**src/rtl/sag_pkg.sv**
```systemverilog
// Shared definitions for the sheep-and-goats engines: FSM state codes,
// operation modes and the default operand width.
package sag_pkg;

  localparam int DEFAULT_WIDTH = 8;

  // Operation selector carried alongside each request and its result.
  localparam logic MODE_SAG   = 1'b0;
  localparam logic MODE_NRSAG = 1'b1;

  // Engine states, kept as plain two-bit codes so legacy blocks can share them.
  typedef logic [1:0] sagStateT;
  localparam sagStateT IDLE  = 2'd0;
  localparam sagStateT PASS1 = 2'd1;
  localparam sagStateT PASS2 = 2'd2;
  localparam sagStateT DONE  = 2'd3;

endpackage

```
**src/rtl/sag_serial_step.sv**
```systemverilog
// Single-bit sheep-and-goats placement: drops one data bit into the result
// at the low pointer (control bit set) or the high pointer (control bit
// clear) and advances that pointer.
module sag_serial_step
  import sag_pkg::*;
#(
  parameter int WIDTH = DEFAULT_WIDTH,
  parameter int IDXW  = $clog2(WIDTH)
) (
  input  logic [WIDTH-1:0] res,
  input  logic             dataBit,
  input  logic             ctlBit,
  input  logic [IDXW-1:0]  j,
  input  logic [IDXW-1:0]  k,
  output logic [WIDTH-1:0] resNext,
  output logic [IDXW-1:0]  jNext,
  output logic [IDXW-1:0]  kNext
);

  // Place the bit and move exactly one of the two pointers toward the other.
  always_comb begin
    // NOTE: every output gets a default before the branch, so no path leaves
    // a value unassigned and no latch can be inferred.
    resNext = res;
    jNext   = j;
    kNext   = k;
    if (ctlBit) begin
      resNext[j] = dataBit;
      jNext      = j + 1'b1;
    end else begin
      resNext[k] = dataBit;
      kNext      = k - 1'b1;
    end
  end

endmodule

```
**src/rtl/sag_serial.sv**
```systemverilog
// Bit-serial sheep-and-goats engine. SAG takes WIDTH cycles; NRSAG runs a
// second SAG pass on SAG(di,ci) with the low-popcount mask, 2*WIDTH cycles.
// Valid/ready handshakes on both the request and the result side.
module sag_serial
  import sag_pkg::*;
#(
  parameter int WIDTH = DEFAULT_WIDTH
) (
  input  logic             clk,
  input  logic             resetn,
  input  logic             in_valid,
  output logic             in_ready,
  input  logic             in_mode,
  input  logic [WIDTH-1:0] in_di,
  input  logic [WIDTH-1:0] in_ci,
  output logic             out_valid,
  input  logic             out_ready,
  output logic [WIDTH-1:0] out_do,
  output logic             out_mode,
  output logic             busy
);

  localparam int IDXW = $clog2(WIDTH);
  localparam logic [IDXW-1:0] LAST_IDX = IDXW'(WIDTH - 1);

  sagStateT         state;
  logic [WIDTH-1:0] diR;
  logic [WIDTH-1:0] ciR;
  logic [WIDTH-1:0] resR;
  logic [IDXW-1:0]  j;
  logic [IDXW-1:0]  k;
  logic [IDXW-1:0]  idx;
  logic [IDXW:0]    popcnt;
  logic             modeR;

  logic [WIDTH-1:0] stepRes;
  logic [IDXW-1:0]  stepJ;
  logic [IDXW-1:0]  stepK;
  logic [IDXW:0]    popNext;
  logic [WIDTH:0]   maskWide;
  logic [WIDTH-1:0] lowMask;
  logic             lastBit;

  // One placement unit serves both passes; the FSM only swaps its operands.
  sag_serial_step #(
    .WIDTH(WIDTH),
    .IDXW (IDXW)
  ) u_step (
    .res    (resR),
    .dataBit(diR[idx]),
    .ctlBit (ciR[idx]),
    .j      (j),
    .k      (k),
    .resNext(stepRes),
    .jNext  (stepJ),
    .kNext  (stepK)
  );

  // Running popcount and the low-popcount mask for the second NRSAG pass.
  // The mask is built one bit wider so popcount==WIDTH gives all ones.
  always_comb begin
    lastBit  = (idx == LAST_IDX);
    popNext  = popcnt + {{IDXW{1'b0}}, ciR[idx]};
    maskWide = ({{WIDTH{1'b0}}, 1'b1} << popNext) - {{WIDTH{1'b0}}, 1'b1};
    lowMask  = maskWide[WIDTH-1:0];
  end

  // Request capture, per-bit placement, pass sequencing and result hold.
  always_ff @(posedge clk or negedge resetn) begin
    // NOTE: asynchronous reset clears every register, so an aborted
    // operation leaves nothing behind that could later surface as a result.
    if (!resetn) begin
      state  <= IDLE;
      diR    <= '0;
      ciR    <= '0;
      resR   <= '0;
      j      <= '0;
      k      <= '0;
      idx    <= '0;
      popcnt <= '0;
      modeR  <= MODE_SAG;
    end else begin
      // NOTE: sequential state uses non-blocking assignments only, so later
      // assignments in a branch override earlier ones at the clock edge.
      case (state)
        IDLE: begin
          if (in_valid) begin
            diR    <= in_di;
            ciR    <= in_ci;
            modeR  <= in_mode;
            resR   <= '0;
            j      <= '0;
            k      <= LAST_IDX;
            idx    <= '0;
            popcnt <= '0;
            state  <= PASS1;
          end
        end
        PASS1: begin
          resR   <= stepRes;
          j      <= stepJ;
          k      <= stepK;
          idx    <= idx + 1'b1;
          popcnt <= popNext;
          if (lastBit) begin
            if (modeR == MODE_NRSAG) begin
              diR   <= stepRes;
              ciR   <= lowMask;
              resR  <= '0;
              j     <= '0;
              k     <= LAST_IDX;
              idx   <= '0;
              state <= PASS2;
            end else begin
              state <= DONE;
            end
          end
        end
        PASS2: begin
          resR <= stepRes;
          j    <= stepJ;
          k    <= stepK;
          idx  <= idx + 1'b1;
          if (lastBit) state <= DONE;
        end
        default: begin
          if (out_ready) state <= IDLE;
        end
      endcase
    end
  end

  // Handshake and result outputs decoded from the state.
  always_comb begin
    in_ready  = (state == IDLE);
    out_valid = (state == DONE);
    busy      = (state != IDLE);
    out_do    = out_valid ? resR : '0;
    out_mode  = out_valid & modeR;
  end

endmodule

```
**config.mk**
```make
export PLATFORM = sky130hd
export DESIGN_NAME = sag_serial
export DESIGN_NICKNAME = d
export VERILOG_FILES = /design/src/rtl/sag_pkg.sv /design/src/rtl/sag_serial_step.sv /design/src/rtl/sag_serial.sv
export SDC_FILE = /design/constraint.sdc
export NUM_CORES = 1
export LEC_CHECK = 0
export CELL_PAD_IN_SITES_DETAIL_PLACEMENT = 2
export CELL_PAD_IN_SITES_GLOBAL_PLACEMENT = 2
export CORE_MARGIN = 1.5
export CORE_UTILIZATION = 30
export CTS_CLUSTER_SIZE = 30
export DETAILED_ROUTE_END_ITERATION = 16
export DONT_BUFFER_PORTS = 1
export PLACE_DENSITY = 0.64
export SETUP_SLACK_MARGIN = 0.02
export SLEW_MARGIN = 15
export SYNTH_ARGS = -nofsm -noshare
export SYNTH_HDL_FRONTEND = slang
export SYNTH_SLANG_ARGS = --single-unit
```
**constraint.sdc**
```tcl
create_clock -name clk -period 3.9 [get_ports clk]
set_input_delay 0 -clock clk [delete_from_list [all_inputs] [get_ports clk]]
set_output_delay 0 -clock clk [all_outputs]
set_load 0.01 [all_outputs]
```
Word level (Yosys, flattened, before mapping)
Index checks and enable logic that the tools add are counted.

storage, ports and cells
  logic and storage cells = 86
  input port bits = 21
  output and inout bits = 12
  flip-flop bits (word level) = 40

operators by class
  shift operators = 1
  reductions and logical operators = 12
  magnitude comparators = 5
  eq/ne operators = 8
  multiplexer cells = 45
  add/sub/neg operators = 5
  bitwise operators = 1

operators by type and width
  operator               count
  $mux W8                11
  $pmux W8 S2            2
  $mux W3                10
  $pmux W3 S3            3
  $pmux W8 S3            1
  $bwmux W8              2
  $lt A3 B4 Y1 const B   3
  $mux W2                4
  $ne A2 B2 Y1 const B   4
  $pmux W4 S2            1
  $reduce_and A4 Y1      2
  $shl A1 B4 Y8 const A  1
  $sub A8 B1 Y8 const B  1
  $add A3 B1 Y3 const B  2
  $bmux W1 S3            2
  $demux W1 S3           2
  $ge A3 B1 Y1 const B   2
  $pmux W2 S3            1
  $reduce_and A2 Y1      3
  $mux W1                5
  $add A4 B1 Y4          1
  $eq A2 B2 Y1 const B   2
  $mux W4                1
  $reduce_bool A2 Y1     2
  other kinds (8)        9

Depth between registers and ports, before layout
  word-level depth = 9
  depth in mapped cells = 16

Cells and area by module
From an unflattened synthesis, not the netlist that was laid out.

second synthesis, totals
  cell total of the unflattened synthesis = 268
  area, all modules = 2596.2 µm²

modules (own cells, without submodules)
  module           instances  cells an instance  area each (µm²)  sequential area each (µm²)
  sag_serial       1          228                2259.7           1001.0
  sag_serial_step  1          40                 336.6            0.0

Worst setup path before layout
Ideal clock, no wire load.

  kind = register -> register
  start point = reg idx[0]
  end point = reg ciR[6]
  path buffers = 2
  data arrival time = 3.068 ns
  stages on the path, launching flop included = 17
  slack = 0.706 ns
  path through = dfrtp_1 -> buf_6 -> mux2i_1 -> a22oi_2 -> nand2_1 -> inv_1 -> ha_1 -> ha_1 -> clkbuf_1 -> nand2_1 -> o31ai_1 -> nand3_1 -> ha_1 -> inv_1 -> a2111oi_0 -> a211oi_1 -> a21oi_1

on the way
  cells in the longest elaborated chain, start to end = 8

RTL lines
  element                        line               source
  start, declared                sag_serial.sv:32   logic [IDXW-1:0] idx;
  start signal, assigned         sag_serial.sv:103  idx <= idx + 1'b1;
  start signal, assigned         sag_serial.sv:123  idx <= idx + 1'b1;
  $bmux W1 S3                    sag_serial.sv:63   popNext = popcnt + {{IDXW{1'b0}}, ciR[idx]};
  $mux W1 (implied by the code)  sag_serial.sv:63
  $add A4 B1 Y4                  sag_serial.sv:63
  $shl A1 B4 Y8                  sag_serial.sv:64   maskWide = ({{WIDTH{1'b0}}, 1'b1} << popNext) - {{WIDTH{1'b0}}, 1'b1};
  $sub A8 B1 Y8                  sag_serial.sv:64
  $mux W8                        sag_serial.sv:106  if (modeR == MODE_NRSAG) begin
  $mux W8                        sag_serial.sv:105  if (lastBit) begin
  $pmux W8 S2                    sag_serial.sv:85   case (state)
  end signal, assigned           sag_serial.sv:89   ciR <= in_ci;
  end signal, assigned           sag_serial.sv:108  ciR <= lowMask;
  end, declared                  sag_serial.sv:28   logic [WIDTH-1:0] ciR;

Parallel ways exist; a longest one is shown, timed or not. The select of a mux whose other input is x is not followed.
A chain may end at the register's enable or synchronous reset.

Worst setup path after layout
Same ends and word-level chain as after synthesis.

==> flow_metrics.tcl <==
set metrics [dict create \
    outcome "finished, violations left" \
    violations "negative hold slack" \
    drtPass1Iterations 4 \
    dp_hpwl_um 7610 \
    first_iter_violations 99 \
    num_rows 36 \
    n_antenna_cell 0 \
    die_y_um 103 \
    r2r_slack_ns 0.33 \
    clk_latency_ns 0.30 \
    cp_max_fo 12 \
    final_common_cell "dfrtp_1" \
    relSlewSlack_pct 44.9 \
    place_ws_ns 0.0635 \
    cp.required_ns 4.08 \
    p_leak_nw 1.32 \
    antenna_found_initial 0 \
    cts-root-buf "clkbuf_8" \
    setup_slack_ns 0.329 \
    holdWs_ns -0.00108 \
    worst_pin_slew_ns 0.815 \
    hold_viol_final 1 \
    synth_cell_type_count 53 \
    ys_seq_area_share_pct 33.2 \
    via_per_inst 5.69 \
    async_flop_share_pct 100 \
    fin_crit_sh_pct 91.6 \
    peakVddDrop_uv 452 \
    h-tree-depth 2 \
    hold_class "in -> reg" \
    drc 0 \
    grt-ovfl-total 0 \
    clk_pin_slew_ns 0.08 \
    avgSynthCellArea_um2 8.69 \
    coreArea_um2 9770 \
    clock_skew_ns 0.00487 \
    synthesis.area_um2 3020 \
    worstSetupPathType "reg -> reg" \
    synthFlopType "dfrtp_1" \
    startpoint_type "register" \
    die_x_um 103 \
    rsz0062_at_grt "no" \
    numCtsBuffers 5 \
    synth_edf_count 0 \
    cts_buffer_depth 2 \
    ys_ff_latch 40 \
    layout_common_cells "40 x dfrtp_1, 39 x o21ai_0, 24 x nand2_1" \
    portBuffers 0 \
    syn-num-nets 381 \
    drive_above_1_share_pct 9.19 \
    grt_max_degree 41 \
    grt_use_total_pct 20.3 \
    fin_nets 393 \
    arrival_ns 3.75 \
    grt_pass1_wl_um 16300 \
    synth_warnings 0 \
    tns_ns 0 \
    grt_pass1_vias 2884 \
    setup_viol 0 \
    power_per_cell_area_nw_per_um2 835 \
    cts_tree "done" \
    slew_violations 0 \
    wl_per_cell_um 20.9 \
    floorplan.initialDensity_pct 30.9 \
    gp_congestion 0.806 \
    cp-end-kind "register" \
    ant_nets 0 \
    route.vias.total 2799 \
    fmax_mhz 280 \
    cts.sinks 40 \
    die_area_um2 10700 \
    finalCriticalPeriod_ns 3.57 \
    area_delta_synth_final_pct 13.4 \
    routed_wl_um 10300 \
    ios 33 \
    netlist_instances 347 \
    maxCapViolations 0 \
]
[cell usage after synthesis, types with 8 or more instances]
library cell,count,area (um^2)
a21oi_1,18,90.1
o31a_1,8,70.1
nor3_1,8,40.0
ha_1,13,163
mux2i_1,8,80.1
nor4_1,8,50.1
clkbuf_1,16,60.1
nor2_1,19,71.3
o21ai_0,39,195
inv_1,21,78.8
nand2_1,24,90.1
dfrtp_1,40,1000
and2_1,11,68.8
a31oi_1,10,62.6
[where the power goes]
group	internal [W]	switching [W]	total (W)
Clock	0.000122	0.000155	0.000277
Sequential	0.000578	0.000198	0.000776
Combinational	0.000691	0.00111	0.00180
[repair_timing]
item                                   CTS  global route
resized for setup                        0             1
buffers inserted                         0             2
setup endpoints to repair                0             4
endpoints found under the hold margin   56             0
hold buffers                            18             0
[metrics by stage]
step / cell area (um^2) / util, % / instances / total power, W / hold slack, ns
3_5_place_dp: 3130 / 32.0 / 465 / 0.00253 / -0.294
4_1_cts: 3400 / 34.8 / 490 / 0.00286 / 0.000144
2_1_floorplan: 3020 / - / 347 / 0.00202 / -0.296
6_report: 3420 / 35.0 / 492 / 0.00286 / -0.00108
3_3_place_gp: 3130 / 32.0 / 465 / 0.00249 / -0.294
5_1_grt: 3420 / 35.0 / 492 / 0.00311 / 0.0181
[registers in the layout, summed over array words and instances, names as in the netlist]
| register | flops |
|---|---|
| modeR | 1 |
| ciR | 8 |
| state | 2 |
| popcnt | 4 |
| j | 3 |
| k | 3 |
| diR | 8 |
| idx | 3 |
| resR | 8 |
[kinds of logic (layout without fill, tap and decap cells)]
group                      after synthesis  after routing  share of synthesized area (%)
DFF                                     40             40                           33.2
buffers and inverters                   42             54                           5.97
muxes                                   13             13                           5.52
AOI/OAI and AO/OA                      132            132                           30.4
adders and majority gates               13             13                           5.39
and+or+nand+nor                        105            105                           19.0
xor gates and xnor gates                 2              2                          0.581
[metal layers]
metal  routed length (um)  track usage [%]
met5                    0                0
met4                   61             3.43
met3                  333             2.49
met2                 4770             32.7
met1                 5100             29.7
[final cells by class]
cell class,instances,area [um^2]
Clock buffer,6,72.6
Timing Repair Buffer,26,258
Fill cell,1135,6350
Sequential cell,40,1000
Multi-Input combinational cell,265,1840
Inverter,21,78.8
Clock inverter,1,5.00
Tap cell,133,166
[path summary, 6_finish.rpt]
path,depth (start not counted),end,startpoint
worst max-delay path,14,ciR[6],idx[0]
min in group asynchronous,2,ciR[4],resetn
max in group asynchronous,2,resR[7],resetn
worst max register to register,14,ciR[6],idx[0]
worst min register to register,1,diR[5],diR[5]
worst min-delay path,3,ciR[4],in_ci[4]
[worst max-delay path, cell delays in order, from the launching register on]
cell and delay (ns):
dfrtp_1 0.58, mux2i_1 0.18, a22oi_2 0.31, nand2_1 0.17, inv_1 0.23, ha_1 0.20, ha_1 0.39, nand2_1 0.18
o31ai_2 0.32, nand3_1 0.14, ha_1 0.28, inv_1 0.10, a2111oi_0 0.07, a211oi_1 0.20, a21oi_1 0.09
(Power assumes the default switching activity.)
